### src/rtl/debug_pkg.sv
// Shared constants for the debug sequencer: command bytes, sizes and state encoding.
package debug_pkg;

  localparam int NB_DATA           = 32;
  localparam int NB_ADDR_REGISTERS = 5;
  localparam int N_REGISTERS       = 32;
  localparam int N_DRAIN           = 3;
  localparam int NB_BYTE           = 8;

  // The dump is the PC followed by every register.
  localparam int N_DUMP_WORDS = N_REGISTERS + 1;

  // Word index counts 0..N_DUMP_WORDS-1; drain counter holds 0..N_DRAIN.
  localparam int NB_WORD_IDX  = $clog2(N_DUMP_WORDS);
  localparam int NB_DRAIN_CNT = $clog2(N_DRAIN + 1);

  localparam logic [NB_BYTE-1:0] CMD_RUN  = 8'h52;
  localparam logic [NB_BYTE-1:0] CMD_STEP = 8'h53;
  localparam logic [NB_BYTE-1:0] CMD_DUMP = 8'h44;

  typedef enum logic [2:0] {
    ST_IDLE  = 3'd0,
    ST_RUN   = 3'd1,
    ST_DRAIN = 3'd2,
    ST_STEP  = 3'd3,
    ST_LOAD  = 3'd4,
    ST_SEND  = 3'd5
  } state_t;

endpackage

### src/rtl/word_serializer.sv
// Loads one word on a strobe and offers it byte by byte, MSB first, over valid/ready.
module word_serializer import debug_pkg::*; #(
  parameter int WORD_W = NB_DATA,
  parameter int BYTE_W = NB_BYTE
) (
  input  logic              i_clk,
  input  logic              i_reset,
  input  logic              i_load,
  input  logic [WORD_W-1:0] i_word,
  output logic [BYTE_W-1:0] o_data,
  output logic              o_valid,
  input  logic              i_ready,
  output logic              o_done
);

  localparam int N_BYTES = WORD_W / BYTE_W;
  localparam int NB_CNT  = $clog2(N_BYTES);

  logic [WORD_W-1:0] r_shift;
  logic [NB_CNT-1:0] r_cnt;
  logic              r_valid;
  logic              w_xfer;
  logic              w_last;

  assign w_xfer  = r_valid & i_ready;
  assign w_last  = (r_cnt == NB_CNT'(N_BYTES - 1));
  assign o_data  = r_shift[WORD_W-1 -: BYTE_W];
  assign o_valid = r_valid;
  assign o_done  = w_xfer & w_last;

  // Shift register advances one byte per transfer; valid drops only after the last byte moves.
  always_ff @(posedge i_clk) begin
    if (i_reset) begin
      r_shift <= '0;
      r_cnt   <= '0;
      r_valid <= 1'b0;
    end else if (i_load) begin
      r_shift <= i_word;
      r_cnt   <= '0;
      r_valid <= 1'b1;
    end else if (w_xfer) begin
      r_shift <= r_shift << BYTE_W;
      r_cnt   <= r_cnt + NB_CNT'(1);
      if (w_last) begin
        r_valid <= 1'b0;
      end
    end
  end

endmodule

### src/rtl/debug_unit_ctrl.sv
// Debug sequencer: runs or steps the pipeline from UART commands, then streams a PC+register dump.
module debug_unit_ctrl import debug_pkg::*; (
  input  logic                         i_clk,
  input  logic                         i_reset,
  input  logic [NB_BYTE-1:0]           i_rx_data,
  input  logic                         i_rx_valid,
  output logic [NB_BYTE-1:0]           o_tx_data,
  output logic                         o_tx_valid,
  input  logic                         i_tx_ready,
  output logic                         o_pipe_clk_en,
  output logic                         o_debug,
  output logic [NB_ADDR_REGISTERS-1:0] o_debug_reg_addr,
  input  logic [NB_DATA-1:0]           i_debug_reg_data,
  input  logic                         i_halt,
  input  logic [NB_DATA-1:0]           i_pc,
  output logic                         o_busy
);

  localparam logic [NB_WORD_IDX-1:0] LAST_WORD = NB_WORD_IDX'(N_DUMP_WORDS - 1);

  state_t                       r_state;
  state_t                       w_next_state;
  logic [NB_DRAIN_CNT-1:0]      r_drain_cnt;
  logic [NB_DRAIN_CNT-1:0]      w_next_drain_cnt;
  logic [NB_WORD_IDX-1:0]       r_word_idx;
  logic [NB_WORD_IDX-1:0]       w_next_word_idx;
  logic                         r_halted;

  logic                         r_pipe_clk_en;
  logic                         r_debug;
  logic [NB_ADDR_REGISTERS-1:0] r_debug_reg_addr;
  logic                         r_busy;
  logic                         w_pipe_clk_en;
  logic                         w_debug;
  logic [NB_ADDR_REGISTERS-1:0] w_debug_reg_addr;
  logic                         w_busy;

  logic                         w_ser_load;
  logic [NB_DATA-1:0]           w_ser_word;
  logic                         w_ser_done;

  // Word 0 of the dump is the PC, later words come from the register bank read port.
  assign w_ser_load = (r_state == ST_LOAD);
  assign w_ser_word = (r_word_idx == '0) ? i_pc : i_debug_reg_data;

  word_serializer #(
    .WORD_W (NB_DATA),
    .BYTE_W (NB_BYTE)
  ) u_serializer (
    .i_clk   (i_clk),
    .i_reset (i_reset),
    .i_load  (w_ser_load),
    .i_word  (w_ser_word),
    .o_data  (o_tx_data),
    .o_valid (o_tx_valid),
    .i_ready (i_tx_ready),
    .o_done  (w_ser_done)
  );

  // State register plus drain counter, word index and sticky halted flag.
  always_ff @(posedge i_clk) begin
    if (i_reset) begin
      r_state     <= ST_IDLE;
      r_drain_cnt <= '0;
      r_word_idx  <= '0;
      r_halted    <= 1'b0;
    end else begin
      r_state     <= w_next_state;
      r_drain_cnt <= w_next_drain_cnt;
      r_word_idx  <= w_next_word_idx;
      r_halted    <= r_halted | (i_halt & r_pipe_clk_en);
    end
  end

  // Next-state logic; commands are only honoured in IDLE and halt only restarts nothing once draining.
  always_comb begin
    w_next_state     = r_state;
    w_next_drain_cnt = r_drain_cnt;
    w_next_word_idx  = r_word_idx;
    case (r_state)
      ST_IDLE: begin
        w_next_word_idx = '0;
        if (i_rx_valid) begin
          case (i_rx_data)
            CMD_RUN:  if (!r_halted) w_next_state = ST_RUN;
            CMD_STEP: w_next_state = ST_STEP;
            CMD_DUMP: w_next_state = ST_LOAD;
            default:  w_next_state = ST_IDLE;
          endcase
        end
      end
      ST_RUN: begin
        if (i_halt) begin
          w_next_state     = ST_DRAIN;
          w_next_drain_cnt = NB_DRAIN_CNT'(N_DRAIN);
        end
      end
      ST_DRAIN: begin
        if (r_drain_cnt == NB_DRAIN_CNT'(1)) begin
          w_next_state     = ST_LOAD;
          w_next_drain_cnt = '0;
        end else begin
          w_next_drain_cnt = r_drain_cnt - NB_DRAIN_CNT'(1);
        end
      end
      ST_STEP: begin
        w_next_state = ST_LOAD;
      end
      ST_LOAD: begin
        w_next_state = ST_SEND;
      end
      ST_SEND: begin
        if (w_ser_done) begin
          if (r_word_idx == LAST_WORD) begin
            w_next_state    = ST_IDLE;
            w_next_word_idx = '0;
          end else begin
            w_next_state    = ST_LOAD;
            w_next_word_idx = r_word_idx + NB_WORD_IDX'(1);
          end
        end
      end
      default: begin
        w_next_state = ST_IDLE;
      end
    endcase
  end

  // Output decode from the next state, so the registered outputs line up with the state they describe.
  always_comb begin
    w_pipe_clk_en    = (w_next_state == ST_RUN) || (w_next_state == ST_DRAIN) ||
                       (w_next_state == ST_STEP);
    w_debug          = (w_next_state == ST_LOAD) || (w_next_state == ST_SEND);
    w_busy           = (w_next_state != ST_IDLE);
    w_debug_reg_addr = '0;
    if (w_next_word_idx != '0) begin
      w_debug_reg_addr = NB_ADDR_REGISTERS'(w_next_word_idx - NB_WORD_IDX'(1));
    end
  end

  // Output registers; the read address is therefore stable for the whole LOAD cycle.
  always_ff @(posedge i_clk) begin
    if (i_reset) begin
      r_pipe_clk_en    <= 1'b0;
      r_debug          <= 1'b0;
      r_debug_reg_addr <= '0;
      r_busy           <= 1'b0;
    end else begin
      r_pipe_clk_en    <= w_pipe_clk_en;
      r_debug          <= w_debug;
      r_debug_reg_addr <= w_debug_reg_addr;
      r_busy           <= w_busy;
    end
  end

  assign o_pipe_clk_en    = r_pipe_clk_en;
  assign o_debug          = r_debug;
  assign o_debug_reg_addr = r_debug_reg_addr;
  assign o_busy           = r_busy;

endmodule

### config.mk
export PLATFORM = sky130hd
export DESIGN_NAME = debug_unit_ctrl
export DESIGN_NICKNAME = d
export VERILOG_FILES = /design/src/rtl/debug_pkg.sv /design/src/rtl/word_serializer.sv /design/src/rtl/debug_unit_ctrl.sv
export SDC_FILE = /design/constraint.sdc
export NUM_CORES = 1
export LEC_CHECK = 0
export BUFFER_PORTS_ARGS = -buffer_cell sky130_fd_sc_hd__buf_4
export CORE_MARGIN = 8
export CORE_UTILIZATION = 52
export CTS_CLUSTER_SIZE = 25
export DETAILED_ROUTE_END_ITERATION = 10
export HOLD_SLACK_MARGIN = 0.08
export PLACE_DENSITY = 0.85
export SETUP_SLACK_MARGIN = 0.3
export SYNTH_ARGS = -nofsm -noshare
export SYNTH_HDL_FRONTEND = slang
export SYNTH_SLANG_ARGS = --single-unit
### constraint.sdc
create_clock -name i_clk -period 3 [get_ports i_clk]
set_input_delay 0.6 -clock i_clk [delete_from_list [all_inputs] [get_ports i_clk]]
set_output_delay 0.6 -clock i_clk [all_outputs]
set_load 0.01 [all_outputs]
* Word level (Yosys, flattened, before mapping) *
Index checks and enable logic that the tools add are counted.
W data, S select, Z words.

word-level totals
  output and inout port bits = 17
  input port bits = 77
  word-level logic and storage cells = 71
  bits in registers = 55

operators by class
  add/subtract/negate cells = 4
  reductions and logical operators = 14
  bitwise logic cells = 5
  mux-type cells = 20
  eq/ne operators = 17

operators with widths
  cell                   count
  $mux W32               3
  $eq A8 B7 Y1 const B   3
  $mux W3                6
  $pmux W3 S6            1
  $eq A3 B2 Y1 const B   4
  $eq A3 B3 Y1 const B   4
  $mux W6                2
  $pmux W6 S2            1
  $pmux W3 S3            1
  $add A6 B1 Y6 const B  1
  $eq A3 B1 Y1 const B   2
  $eq A6 B6 Y1 const B   1
  $logic_not A6 Y1       1
  $reduce_bool A2 Y1     3
  $reduce_bool A6 Y1     1
  $sub A5 B1 Y5 const B  1
  $mux W2                2
  $pmux W2 S2            1
  $reduce_and A2 Y1      2
  $reduce_or A2 Y1       2
  $and A1 B1 Y1          3
  $logic_not A3 Y1       1
  $logic_or A1 B1 Y1     3
  $mux W1                3
  8 further kinds        8

* Longest topological paths before layout *
  depth in word-level cells = 7
  depth in mapped cells = 12
  mapped depth without buffers = 12

* By module *
Synthesis repeated with hierarchy kept, for this count alone.

unflattened totals
  cell total of the unflattened synthesis = 364
  area total of the unflattened synthesis = 3394.5 µm²

by module, submodules not included
  module           cells an instance  sequential area each (µm²)  area an instance (µm²)  times used
  word_serializer  193                700.7                       1873.0                  1
  debug_unit_ctrl  171                400.4                       1521.5                  1

* Worst setup path after synthesis *
OpenSTA, ideal clock, no wires.

  path type = input to register
  start point = in i_tx_ready
  end point = reg r_debug_reg_addr[4] (netlist: o_debug_reg_addr[4])
  setup slack = 0.733 ns
  buffers on the path = 2
  library setup time = 0.071 ns
  stages on the path = 11
  arrival = 2.196 ns
  data required time = 2.929 ns
  path through = buf_2 and3_4 buf_6 a21oi_1 nor2_1 o21ai_0 inv_1 ha_1 and2_1 a21bo_2 a21oi_1

between the ends
  longest elaborated chain between the ends = 7
  elaborated cells between the ends (all ways) = 8
  classes of those cells = add/sub (1); mux (2); bitwise (3); reduce/logical (2)

RTL lines
  item                                                   line                    source
  start, declared                                        debug_unit_ctrl.sv:9    input logic i_tx_ready,
  $and A1 B1 Y1 *                                        word_serializer.sv:25   assign w_xfer = r_valid & i_ready;
  $and A1 B1 Y1 *                                        word_serializer.sv:29   assign o_done = w_xfer & w_last;
  $mux W6 *                                              debug_unit_ctrl.sv:113  if (w_ser_done) begin
  $pmux W6 S2 *                                          debug_unit_ctrl.sv:80   case (r_state)
  branches (longest 3 deep; another with $sub A5 B1 Y5)  -
  end signal, assigned                                   debug_unit_ctrl.sv:151  r_debug_reg_addr <= w_debug_reg_addr;
  end, declared                                          debug_unit_ctrl.sv:31   logic [NB_ADDR_REGISTERS-1:0] r_debug_reg_addr;

Mark *: on every way between the ends.
A chain may end at the register's enable or synchronous reset.

* Worst setup path after layout *
  start point = reg r_word_idx[0]
  end point = reg r_debug_reg_addr[4] (netlist: o_debug_reg_addr[4])

between the ends
  longest elaborated chain between the ends = 7
  elaborated cells between the ends (all ways) = 9
  classes of those cells = add/sub (2); eq/ne (1); mux (3); bitwise (1); reduce/logical (2)

RTL lines
  item                                                   line                                            source
  start, declared                                        debug_unit_ctrl.sv:25                           logic [NB_WORD_IDX-1:0] r_word_idx;
  start signal, assigned                                 debug_unit_ctrl.sv:70                           r_word_idx <= w_next_word_idx;
  $add A6 B1 Y6 or $eq A6 B6 Y1 (tied branches)          debug_unit_ctrl.sv:119, debug_unit_ctrl.sv:114
  $mux W6                                                debug_unit_ctrl.sv:114                          if (r_word_idx == LAST_WORD) begin
  $mux W6                                                debug_unit_ctrl.sv:113
  $pmux W6 S2 *                                          debug_unit_ctrl.sv:80
  branches (longest 3 deep; another with $sub A5 B1 Y5)  -

Marked as above.

==> summary.md <==
| Metric | Value |
|---|---|
| DP Worst Slack | 0.475 ns |
| IO Count | 94 |
| Setup Crit Path Kind | reg -> reg |
| Share of the synthesized area in the top cell type | 35.8% |
| Post-CTS setup buffers | 0 |
| Global-route wire length before repair | 13900 um |
| Routed WL per cell | 15.8 um |
| Initial core utilization | 52.9% |
| Mapped cell area | 3070 um^2 |
| Clock skew | 0.00823 ns |
| CTS H-tree lvls | 2 |
| Mapped Nets | 475 |
| DR iter-0 viols | 225 |
| Vias in the first global route | 2988 |
| Via density per instance | 5.80 |
| I/O Buffers | 93 |
| Top FF cell, synth | dfxtp_1 |
| WHS | 0.509 ns |
| Worst reg-to-reg setup slack | 0.52 ns |
| Final TNS setup | 0 ns |
| Aggregate routed wire length | 8320 um |
| Pre-antenna DRT Iters | 4 |
| Antenna violations before repair | 0 |
| Sequential area share after synthesis | 35.8% |
| Status | finished clean |
| Fin. max-slew vios | 0 |
| Worst VDD drop | 0.000176 V |
| Area growth, synth to finish | 23.4% |
| Finished Cell Area | 3790 um^2 |
| Crit Path Max Fanout | 6 |
| Area contributors post-synth | dfxtp_1, nand2_1, a311oi_1, a211oi_1, and3_1 |
| Family with the most delay on the worst path | compound AO/OA/AOI/OAI gates |
| Die Area | 8630 um^2 |
| Post-Place Cell Area | 3670 um^2 |
| DRT antenna net count | 0 |
| CP arrival | 2.72 ns |
| Final number of setup-violating endpoints | 0 |
| CP max stage cell | dfxtp_1 |
| CTS sink count | 55 |
| Cts hold-fix bufs | 0 |
| RePlAce Congestion | 0.888 |
| Die width | 92.9 um |
| Clock Pin Slew Worst Setup and Hold Paths | 0.09 ns |
| Final Hold Viols | 0 |
| GRT overflow | 0 |
| DRC violations left | 0 |
| Core box area | 5820 um^2 |
| Vias post-DR | 3062 |
| Crit path buffers/inverters | 2 |
| CTS tree | yes |
| RSZ-0062 raised after global routing | no |
| # nets final | 536 |
| Post-Syn Area per Cell | 7.84 um^2 |
| Tightest Pin Transition | 1.04 ns |
| Worst path cell trace | inv_1 > ha_1 > nor4b_4 > a21oi_2 > a32o_1 > nand2_1 > o21ai_1 > inv_1 > ha_1 > and2_1 > a21bo_2 > a21oi_1 |
| Largest area contributor in the netlist | dfxtp_1 |
| Root Buffer | clkbuf_8 |
| Most common cell in the netlist | nand2_1 |
| Fillers | 526 |
| Num CTS Buffers | 5 |
| CP Launch Type | flip-flop |
| Final Power | 1.32 mW |
| Number of synthesized register bits | 55 |
| Fmax | 403 MHz |
| Top post-synthesis cells by count | nand2_1, dfxtp_1, a211oi_1 |
| Share of post-route cells with drive strength above 1 | 25.6% |
| YS warnings | 0 |
| Final min period | 2.48 ns |
| Die height | 92.9 um |
| Distinct cell type count after synthesis | 50 |
| Pwr dens | 349 nW/um^2 |
| Post-synth ARST share | 0% |
| Period utilization | 82.8% |
| Worst slew margin | 30.7% |
| CTS max path bufs | 2 |
| Largest net degree at the start of global routing | 53 |
| Max cap viols | 0 |
| Hold Crit Class | reg -> reg |
| Lkg Pwr | 1.63 nW |
| GR Util All Layers | 19.4% |
| Crit end category | flip-flop |
| Crit-path max cell delay | 0.47 ns |
| ANT cells | 0 |
| Post-synth EDFFs | 0 |
| Worst path required time | 3.24 ns |
| Worst setup margin | 0.517 ns |
| PostCTS Resize Cnt | 0 |
| Rows | 28 |
| Post-Synthesis Cells | 392 |
| Worst-Skew Late Latency | 0.31 ns |
| Detailed Place HPWL | 5930 um |
placed cells by master (no fill, tap or decap), types with 3 or more instances in the layout:
cell type,n
buf_4,97
nand2_1,74
dfxtp_1,55
a211oi_1,27
nor2_1,26
and3_1,26
a311oi_1,24
a21oi_1,23
a31oi_1,11
inv_1,9
nor3_1,9
o21ai_0,6
ha_1,6
clkbuf_8,5
nand3_1,4
nand4_1,4
and2_1,4
nand2b_1,3
registers in the layout, indices dropped and copies added, names as in the netlist:
register and count:
r_word_idx 6, u_serializer.o_valid 1, u_serializer.r_shift 32, r_drain_cnt 2, o_busy 1, o_debug_reg_addr 5
r_halted 1, o_pipe_clk_en 1, u_serializer.r_cnt 2, o_debug 1, r_state 3
worst min-delay path, delay by kind of cell (launching register included):
family	cells	cell delay, ns
flops	1	0.34
compound gates	1	0.07
simple gates	1	0.07
cell type report:
type	count	area (um^2)	area share (%)
multi-input cells	285	1730	45.7
well taps	75	93.8	2.47
clock inverters	1	30.0	0.792
clock buffers	6	72.6	1.91
inverters	9	33.8	0.891
repair buffers	97	728	19.2
flip-flops and latches	55	1100	29.0
routing by layer:
layer / track usage [%] / wire [um] / vias up
met5: 0 / 0 / -
met3: 4.45 / 581 / 11
met1: 24.5 / 3680 / 1407
li1: - / - / 1536
met2: 31.1 / 3940 / 108
met4: 8.05 / 121 / 0
metrics by stage:
stage               instances  util, %
global route              528     65.2
CTS                       528     65.0
floorplan                 392        -
detailed placement        521     63.2
finish                    528     65.2
global placement          521     63.2
worst paths after layout:
check,endpoint,start,depth (start not counted)
worst max register to register,o_debug_reg_addr[4],r_word_idx[0],12
worst min register to register,u_serializer.r_shift[0],u_serializer.r_shift[0],2
worst min-delay path,u_serializer.r_shift[0],u_serializer.r_shift[0],2
worst max-delay path,o_debug_reg_addr[4],r_word_idx[0],12
cells by family (layout without fill, tap and decap cells):
| group | Yosys count | count (layout) | synth area share, % |
|---|---|---|---|
| XOR/XNOR | 1 | 1 | 0.285 |
| flip-flops | 55 | 55 | 35.8 |
| AND/OR/NAND/NOR | 169 | 169 | 26.9 |
| AO/OA/AOI/OAI | 107 | 107 | 25.6 |
| buffers and inverters | 52 | 113 | 8.38 |
| multiplexers | 2 | 2 | 0.651 |
| adder cells (fa/ha/maj) | 6 | 6 | 2.44 |
report_power, final:
group          internal, mW  switching [mW]  total, mW
clock network         0.245           0.230      0.475
logic                0.0720          0.0427      0.115
registers             0.731         0.00154      0.733
Note: power is estimated with default switching activity, not from simulation.
